===== config.mk =====
export PLATFORM = sky130hd
export DESIGN_NAME = img_buf_ctrl
export DESIGN_NICKNAME = d
export VERILOG_FILES = /design/src/rtl/img_buf_ctrl_pkg.sv /design/src/rtl/img_buf_ctrl_nibble_unpacker.sv /design/src/rtl/img_buf_ctrl.sv
export SDC_FILE = /design/constraint.sdc
export NUM_CORES = 1
export LEC_CHECK = 0
export BUFFER_PORTS_ARGS = -buffer_cell sky130_fd_sc_hd__buf_2
export CAP_MARGIN = 20
export CORE_ASPECT_RATIO = 0.8
export CORE_MARGIN = 8
export CORE_UTILIZATION = 58
export CTS_CLUSTER_SIZE = 25
export DETAILED_ROUTE_END_ITERATION = 12
export GPL_TIMING_DRIVEN = 0
export PLACE_DENSITY = 0.95
export SYNTH_ARGS = -nofsm -noshare
export SYNTH_HDL_FRONTEND = slang
export SYNTH_SLANG_ARGS = --single-unit
export TNS_END_PERCENT = 5

===== constraint.sdc =====
create_clock -name clk -period 3.1 [get_ports clk]
set_input_delay 0.31 -clock clk [delete_from_list [all_inputs] [get_ports clk]]
set_output_delay 0.31 -clock clk [all_outputs]
set_load 0.005 [all_outputs]

===== src/rtl/img_buf_ctrl_pkg.sv =====
// Shared constants, FSM state encoding and nibble-slot helper for the image buffer sequencer.
package img_buf_ctrl_pkg;

  localparam int IMG_PIXELS_DEF = 4096;
  localparam int ADDR_W_DEF     = 12;
  localparam int PIX_W_DEF      = 4;
  localparam int NIBS_PER_WORD  = 8;

  typedef enum logic [1:0] {
    ST_LOAD   = 2'd0,
    ST_UNPACK = 2'd1,
    ST_SHOW   = 2'd2
  } state_t;

  // Within each byte the high nibble goes out first, bytes in ascending order.
  function automatic logic [2:0] nib_slot(input logic [2:0] cnt);
    return {cnt[2:1], ~cnt[0]};
  endfunction

endpackage


===== src/rtl/img_buf_ctrl_nibble_unpacker.sv =====
// Holds one packed word and steps through its eight pixel nibbles, flagging the last one.
module img_buf_ctrl_nibble_unpacker
  import img_buf_ctrl_pkg::*;
#(
  parameter int PIX_W  = PIX_W_DEF,
  parameter int WORD_W = NIBS_PER_WORD * PIX_W_DEF
) (
  input  logic              clk,
  input  logic              reset,
  input  logic              load,
  input  logic [WORD_W-1:0] word_in,
  input  logic              run,
  output logic [PIX_W-1:0]  nib,
  output logic [2:0]        nib_cnt,
  output logic              last
);

  logic [WORD_W-1:0] word_p0;

  always_ff @(posedge clk) begin
    if (load) word_p0 <= word_in;
  end

  always_ff @(posedge clk) begin
    if (reset)     nib_cnt <= '0;
    else if (load) nib_cnt <= '0;
    else if (run)  nib_cnt <= nib_cnt + 3'd1;
  end

  assign nib  = word_p0[int'(nib_slot(nib_cnt)) * PIX_W +: PIX_W];
  assign last = run && (nib_cnt == 3'd7);

endmodule


===== src/rtl/img_buf_ctrl.sv =====
// Image buffer sequencer: load packed words into the pixel buffer, then stream it to the VGA scan.
// Build option IMG_BUF_CTRL_BLANK_EN: drive pix_value to 0 whenever pix_valid is low.
module img_buf_ctrl
  import img_buf_ctrl_pkg::*;
#(
  parameter int IMG_PIXELS = IMG_PIXELS_DEF,
  parameter int ADDR_W     = ADDR_W_DEF,
  parameter int PIX_W      = PIX_W_DEF,
  parameter int WORD_W     = NIBS_PER_WORD * PIX_W_DEF
) (
  input  logic              clk,
  input  logic              reset,
  input  logic [WORD_W-1:0] word_in,
  input  logic              word_valid,
  output logic              word_ready,
  input  logic              reload,
  input  logic              active,
  output logic [ADDR_W-1:0] mem_addr,
  output logic              mem_we,
  output logic [PIX_W-1:0]  mem_wdata,
  input  logic [PIX_W-1:0]  mem_rdata,
  output logic [PIX_W-1:0]  pix_value,
  output logic              pix_valid,
  output logic              img_ready,
  output logic              frame_done
);

  localparam logic [ADDR_W:0]   IMG_END   = (ADDR_W + 1)'(IMG_PIXELS);
  localparam logic [ADDR_W:0]   WORD_STEP = (ADDR_W + 1)'(NIBS_PER_WORD);
  localparam logic [ADDR_W-1:0] LAST_ADDR = ADDR_W'(IMG_PIXELS - 1);

  state_t            state_q, state_nxt;
  logic [ADDR_W-1:0] wr_ptr, rd_ptr;
  logic              reload_pend;
  logic              vld_p1;
  logic [PIX_W-1:0]  nib;
  logic [2:0]        nib_cnt;
  logic              nib_last;
  logic              handshake, rd_fire_p0, last_rd, go_load, img_full;
  logic [ADDR_W:0]   wr_sum;

  assign handshake  = word_valid && (state_q == ST_LOAD);
  assign rd_fire_p0 = active && (state_q == ST_SHOW);
  assign last_rd    = rd_fire_p0 && (rd_ptr == LAST_ADDR);
  assign wr_sum     = {1'b0, wr_ptr} + WORD_STEP;
  assign img_full   = (wr_sum == IMG_END);
  // A queued or fresh reload waits for the frame boundary, or acts at once when idle at pixel 0.
  assign go_load    = (state_q == ST_SHOW) && (reload_pend || reload) &&
                      (last_rd || ((rd_ptr == '0) && !active));

  img_buf_ctrl_nibble_unpacker #(
    .PIX_W  (PIX_W),
    .WORD_W (WORD_W)
  ) u_unpacker (
    .clk     (clk),
    .reset   (reset),
    .load    (handshake),
    .word_in (word_in),
    .run     (state_q == ST_UNPACK),
    .nib     (nib),
    .nib_cnt (nib_cnt),
    .last    (nib_last)
  );

  always_ff @(posedge clk) begin
    if (reset) state_q <= ST_LOAD;
    else       state_q <= state_nxt;
  end

  always_comb begin
    state_nxt = state_q;
    case (state_q)
      ST_LOAD:   if (handshake) state_nxt = ST_UNPACK;
      ST_UNPACK: if (nib_last)  state_nxt = img_full ? ST_SHOW : ST_LOAD;
      ST_SHOW:   if (go_load)   state_nxt = ST_LOAD;
      default:                  state_nxt = ST_LOAD;
    endcase
  end

  always_comb begin
    word_ready = 1'b0;
    mem_we     = 1'b0;
    mem_addr   = '0;
    frame_done = 1'b0;
    case (state_q)
      ST_LOAD:   word_ready = 1'b1;
      ST_UNPACK: begin
        mem_we   = 1'b1;
        mem_addr = wr_ptr + ADDR_W'(nib_cnt);
      end
      ST_SHOW:   begin
        mem_addr   = rd_ptr;
        frame_done = last_rd;
      end
      default:   word_ready = 1'b0;
    endcase
  end

  assign mem_wdata = nib;

  always_ff @(posedge clk) begin
    if (reset) begin
      wr_ptr      <= '0;
      rd_ptr      <= '0;
      reload_pend <= 1'b0;
      img_ready   <= 1'b0;
    end else if (go_load) begin
      wr_ptr      <= '0;
      rd_ptr      <= '0;
      reload_pend <= 1'b0;
      img_ready   <= 1'b0;
    end else begin
      if (nib_last) begin
        wr_ptr <= img_full ? '0 : wr_sum[ADDR_W-1:0];
        if (img_full) img_ready <= 1'b1;
      end
      if (rd_fire_p0) rd_ptr <= (rd_ptr == LAST_ADDR) ? '0 : rd_ptr + 1'b1;
      if ((state_q == ST_SHOW) && reload) reload_pend <= 1'b1;
    end
  end

  // Read return stage: memory data arrives the cycle after the address was issued.
  always_ff @(posedge clk) begin
    if (reset) vld_p1 <= 1'b0;
    else       vld_p1 <= rd_fire_p0;
  end

  assign pix_valid = vld_p1;

`ifdef IMG_BUF_CTRL_BLANK_EN
  assign pix_value = vld_p1 ? mem_rdata : '0;
`else
  logic [PIX_W-1:0] pix_hold_p1;

  always_ff @(posedge clk) begin
    if (reset)       pix_hold_p1 <= '0;
    else if (vld_p1) pix_hold_p1 <= mem_rdata;
  end

  assign pix_value = vld_p1 ? mem_rdata : pix_hold_p1;
`endif

endmodule


# ---- Word level (Yosys, flattened, before mapping)
# Index checks and enable logic that the tools add are counted.
dict set report word_totals {
  elab_cells 52
  regBits 68
  input_bits 41
}
dict set report classes {
  add_sub_neg 4
  muxes 12
  eq_ne 8
  bitwise 1
  shifts 1
  reduce_logical 17
}
# operator count
set ops {}
lappend ops {{$shiftx A32 B6 Y4} 1}
lappend ops {{$mux W12} 2}
lappend ops {{$pmux W12 S2} 1}
lappend ops {{$add A12 B4 Y13 const B} 1}
lappend ops {{$eq A13 B13 Y1 const B} 1}
lappend ops {{$add A12 B1 Y12 const B} 1}
lappend ops {{$add A12 B3 Y12} 1}
lappend ops {{$eq A12 B12 Y1 const B} 1}
lappend ops {{$logic_not A12 Y1} 1}
lappend ops {{$logic_and A1 B1 Y1} 8}
lappend ops {{$mux W2} 4}
lappend ops {{$ne A2 B2 Y1 const B} 3}
lappend ops {{$pmux W2 S3} 1}
lappend ops {{$mux W4} 1}
lappend ops {{$reduce_or A2 Y1} 2}
lappend ops {{$add A3 B1 Y3 const B} 1}
lappend ops {{$eq A3 B3 Y1 const B} 1}
lappend ops {{$mux W1} 3}
lappend ops {{$reduce_and A3 Y1} 1}
lappend ops {{$eq A2 B1 Y1 const B} 1}
lappend ops {{$eq A2 B2 Y1 const B} 1}
lappend ops {{$logic_not A2 Y1} 1}
lappend ops {{$logic_or A1 B1 Y1} 2}
lappend ops {{$reduce_and A2 Y1} 1}
lappend ops {{2 further kinds} 2}

# ---- Logic depth before layout (Yosys ltp)
dict set report logic_depth {
  word_depth 7
  mapped_depth 8
  depth_no_buf 6
}

# ---- Modules after synthesis
# Synthesis repeated with hierarchy kept, for this count alone.
dict set report hier_totals {
  cells_unflattened 260
  area_unflattened_um2 3100.5
}
# mod cells_each seq_area_each_um2 area_per_inst_um2 n_inst
set modules_own_cells {}
lappend modules_own_cells {img_buf_ctrl 202 600.6 1734.2 1}
lappend modules_own_cells {img_buf_ctrl_nibble_unpacker 58 1021.0 1366.3 1}

# ---- Worst setup path before layout
# No wires, ideal clock.
dict set report synth_timing {
  path_kind {register -> register}
  startpoint {register state_q[0]}
  endpoint {register rd_ptr[10]}
  path_stages_with_launch 9
  n_path_buf 2
  setup_slack_ns 1.242
  arrival_ns 1.727
  required_ns 2.968
  path_cell_list {dfxtp_1 > inv_1 > ha_1 > nand2_1 > or4_1 > buf_6 > a21oi_4 > buf_6 > nor3_1}
}
dict set report synth_between {
  elab_chain_len 6
}
# item line
set synth_rtl {}
lappend synth_rtl {{from (decl)} img_buf_ctrl.sv:32} ;# state_t state_q, state_nxt;
lappend synth_rtl {{from (signal assigned)} img_buf_ctrl.sv:67} ;# else state_q <= state_nxt;
lappend synth_rtl {{$eq A2 B2 Y1 (*)} {img_buf_ctrl.sv:43, img_buf_ctrl.sv:48}}
lappend synth_rtl {{$logic_and A1 B1 Y1} img_buf_ctrl.sv:43} ;# assign rd_fire_p0 = active && (state_q == ST_SHOW);
lappend synth_rtl {{$logic_and A1 B1 Y1} img_buf_ctrl.sv:44} ;# assign last_rd = rd_fire_p0 && (rd_ptr == LAST_ADDR);
lappend synth_rtl {{$logic_or A1 B1 Y1} img_buf_ctrl.sv:49} ;# (last_rd || ((rd_ptr == '0) && !active));
lappend synth_rtl {{$logic_and A1 B1 Y1} img_buf_ctrl.sv:48} ;# assign go_load = (state_q == ST_SHOW) && (reload_pend || reload) &&
lappend synth_rtl {{$reduce_or A2 Y1 (no source line)} n/a}
lappend synth_rtl {{to (signal assigned)} img_buf_ctrl.sv:117} ;# if (rd_fire_p0) rd_ptr <= (rd_ptr == LAST_ADDR) ? '0 : rd_ptr + 1'b1;
lappend synth_rtl {{to (decl)} img_buf_ctrl.sv:33} ;# logic [ADDR_W-1:0] wr_ptr, rd_ptr;
# Every way passes the cells marked *; elsewhere a longest branch is shown, timed or not.
# A chain may end at the register's enable or synchronous reset.

# ---- Worst setup path in the final report
dict set report layout_timing {
  startpoint {register state_q[0]}
  endpoint {output mem_addr[2]}
}
dict set report layout_between {
  elab_chain_len 2
}
# item line
set layout_rtl {}
lappend layout_rtl {{$eq A2 B2 Y1 / $eq A2 B1 Y1 (equally long branches)} img_buf_ctrl.sv:85} ;# case (state_q)
lappend layout_rtl {{$pmux W12 S2 (*)} img_buf_ctrl.sv:85}
lappend layout_rtl {{to (decl)} img_buf_ctrl.sv:18} ;# output logic [ADDR_W-1:0] mem_addr,
# Marks and branches as above.

==> impl_metrics.tcl <==
set metrics [dict create \
    outcome "finished clean" \
    cts_buffer_depth 2 \
    grt_pass1_wl_mm 12.0 \
    antenna_cells 0 \
    fin_nets 381 \
    period_share_pct 85.0 \
    die-area_um2 7820 \
    start_util_pct 60.2 \
    clk_pin_slew_ns 0.07 \
    mostFrequentLayoutCell "buf_2" \
    netlist.area_leader.share_pct 31.7 \
    vias 2378 \
    synth.ff_latch_count 65 \
    slew_violations 0 \
    antenna_found_initial 0 \
    cpMaxStageDelayCell "clkbuf_1" \
    power_leakage_nw 1.44 \
    drc_errors 0 \
    cts.repair.resized 0 \
    path_common_cell "clkbuf_1" \
    critPathKind "flop to output port" \
    place_ws_ns 0.911 \
    cap_violations 0 \
    endpoint "mem_addr[2]" \
    vias_per_cell 5.97 \
    insertion_delay_ns 0.35 \
    track_usage_pct 19.4 \
    path_buf_inv 4 \
    cp-start-kind "flop" \
    synthMuxAreaShare_pct 9.90 \
    place_hpwl_mm 5.28 \
    seq_area_frac_synth_pct 53.4 \
    syn_avg_cell_area_um2 11.9 \
    netlist_area_um2 3030 \
    io_pins 66 \
    stdcell_area_um2 3680 \
    yosys.area_share.simple_pct 17.2 \
    max-slew-margin-rel_pct 58.5 \
    tightest_slew_ns 0.622 \
    cts_num_sinks 65 \
    synth-xor-area-share_pct 4.62 \
    drt_iter0_drc 183 \
    r2r-end "wr_ptr[7]$_SDFFE_PP0P_" \
    worst_slack_ns 0.464 \
    finalSetupViolCount 0 \
    cts_hold_buf 0 \
    power_density_nw_per_um2 565 \
    synth_nets 304 \
    r2r-start "state_q[0]$_SDFFE_PP0P_" \
    r2r_setup_slack_ns 0.89 \
    coreArea_um2 5040 \
    cp.depth 7 \
    numCtsBuffers 9 \
    instances_no_fill 398 \
    fp-row-count 23 \
    fp.dieW_um 96.9 \
    ys_warn_count 0 \
    dp_cells 382 \
    wl_per_cell_um 18.2 \
    path_max_fanout 10 \
    synth_largest_area_cell "edfxtp_1" \
    synth-compound-area-share_pct 8.16 \
    gp_congestion 0.909 \
    cts_tree "done" \
    r2r_cells 8 \
    cts_root_buf "clkbuf_8" \
    period_minus_slack_ns 2.64 \
    hold_path.class "input pin to flop" \
    hold_viol 0 \
    synthCells 254 \
    synth_area_leaders "edfxtp_1 32%, dfxtp_1 22%, mux4_2 5.9%, xor2_1 4.0%, ha_1 3.7%" \
    critPathCaptureType "output port" \
    areaGrowthSynthToFinish_pct 21.4 \
    synth_fa_ha_area_share_pct 3.71 \
    cp_data_required_time_ns 2.79 \
    critPathTopFamily "buffers and inverters" \
    skew_ns 0.00911 \
    dieHeight_um 80.7 \
    grt_overflow 0 \
    rsz0062_at_grt "no" \
    grt_pass1_vias 2495 \
    startpoint "state_q[0]$_SDFFE_PP0P_" \
    synth_top_family_by_area "simple AND/OR/NAND/NOR gates" \
    crit_arrival_ns 2.33 \
    fmax_mhz 379 \
    dr.pass1.iters 5 \
    cts_setup_buffers 0 \
    crit_chain "inv_1 -> ha_1 -> clkbuf_1 -> clkbuf_1 -> a22oi_1 -> nor2b_1 -> buf_2" \
    layout-drive-gt1-share_pct 32.4 \
    cpPeakStageDelay_ns 0.42 \
    portBuffers 65 \
    wirelength_mm 7.24 \
    dpl-instance-area_um2 3460 \
    tns_ns 0 \
    final_cell_mix "68 x buf_2, 33 x dfxtp_1, 32 x edfxtp_1" \
    grt_max_degree 25 \
    vdd.ir_drop.worst_mv 0.445 \
    synth_cell_types 41 \
    ant_nets 0 \
    htree_levels 3 \
]
how the worst min path moves through the flow:
| stage | from | endpoint | slack [ns] | cells after the start |
|---|---|---|---|---|
| final | word_in[5] | u_unpacker.word_p0[5]$_DFFE_PP_ | 0.13 | 1 |
| after global routing | word_in[12] | u_unpacker.word_p0[12]$_DFFE_PP_ | 0.12 | 1 |
| after CTS | word_in[5] | u_unpacker.word_p0[5]$_DFFE_PP_ | 0.12 | 1 |
| after detailed placement | word_in[9] | u_unpacker.word_p0[9]$_DFFE_PP_ | 0.49 | 1 |
| after global placement | word_in[28] | u_unpacker.word_p0[28]$_DFFE_PP_ | 0.49 | 1 |
| after floorplan | word_in[0] | u_unpacker.word_p0[0]$_DFFE_PP_ | 0.41 | 0 |
cells by family (layout without fill, tap and decap cells):
| group | count (synthesis) | after routing |
|---|---|---|
| DFF | 65 | 65 |
| buffers and inverters | 19 | 101 |
| xor gates and xnor gates | 16 | 16 |
| AOI/OAI and AO/OA | 34 | 34 |
| adders and majority gates | 9 | 9 |
| and+or+nand+nor | 92 | 92 |
| muxes | 19 | 19 |
stage by stage:
| step | hold slack (ns) | util [%] | power (W) |
|---|---|---|---|
| global placement | 0.487 | 68.2 | 0.00127 |
| detailed placement | 0.488 | 68.8 | 0.00131 |
| CTS | 0.116 | 73.1 | 0.00209 |
| finish | 0.131 | 73.1 | 0.00208 |
| global route | 0.118 | 73.1 | 0.00216 |
| floorplan | 0.409 | - | 0.00119 |
cell type report:
cell class              instances  area (µm²)
multi-input cells             170        1320
plain buffers                  12        63.8
flip-flops and latches         65        1620
well taps                      62        77.6
repair buffers                 66         353
clock inverters                 6        91.3
inverters                       7        26.3
fillers                       328        1350
clock buffers                  10         128
flip-flops by register name (all words and copies together) (netlist names):
| register | count |
|---|---|
| wr_ptr | 9 |
| img_ready | 1 |
| u_unpacker.word_p0 | 32 |
| u_unpacker.nib_cnt | 3 |
| pix_valid | 1 |
| state_q | 2 |
| rd_ptr | 12 |
| pix_hold_p1 | 4 |
| reload_pend | 1 |
metal layers:
layer,track usage [%],vias to the layer above,part of all wire (%)
met5,0,-,0
met4,12.7,0,3.7
met3,8.83,28,11
met2,32.2,133,47
met1,19.8,1106,38
li1,-,1111,-
power breakdown:
| part | internal (W) | total [W] | leakage (nW) | switching [W] |
|---|---|---|---|---|
| clock network | 0.000455 | 0.000788 | 0.0991 | 0.000333 |
| logic | 0.000141 | 0.000296 | 0.763 | 0.000155 |
| registers | 0.000977 | 0.000997 | 0.573 | 0.0000192 |
| total | 0.00157 | 0.00208 | 1.44 | 0.000508 |
Yosys cell counts:
library cell,count
mux2i_1,3
dfxtp_1,33
xor2_1,14
clkbuf_1,6
o21ba_2,1
a21o_1,1
or2_2,2
xnor2_1,2
buf_1,1
nor4b_1,1
buf_6,2
or4_1,2
nand4_2,1
o311ai_0,2
ha_1,9
and4_1,4
nand3_1,5
nand2_1,13
nor2_1,12
a22oi_1,12
nand3_2,1
nand4_1,8
a21oi_1,3
buf_2,3
or3_1,3
a22o_1,1
o211ai_1,3
a211oi_1,4
nand4b_1,1
or4b_2,1
o21ai_0,6
inv_1,7
and2_1,6
edfxtp_1,32
nor4_1,2
mux4_2,8
nor2b_1,13
and3_1,4
nor3_1,13
a21oi_4,1
mux2_2,8
Note: power is estimated with default switching activity, not from simulation.
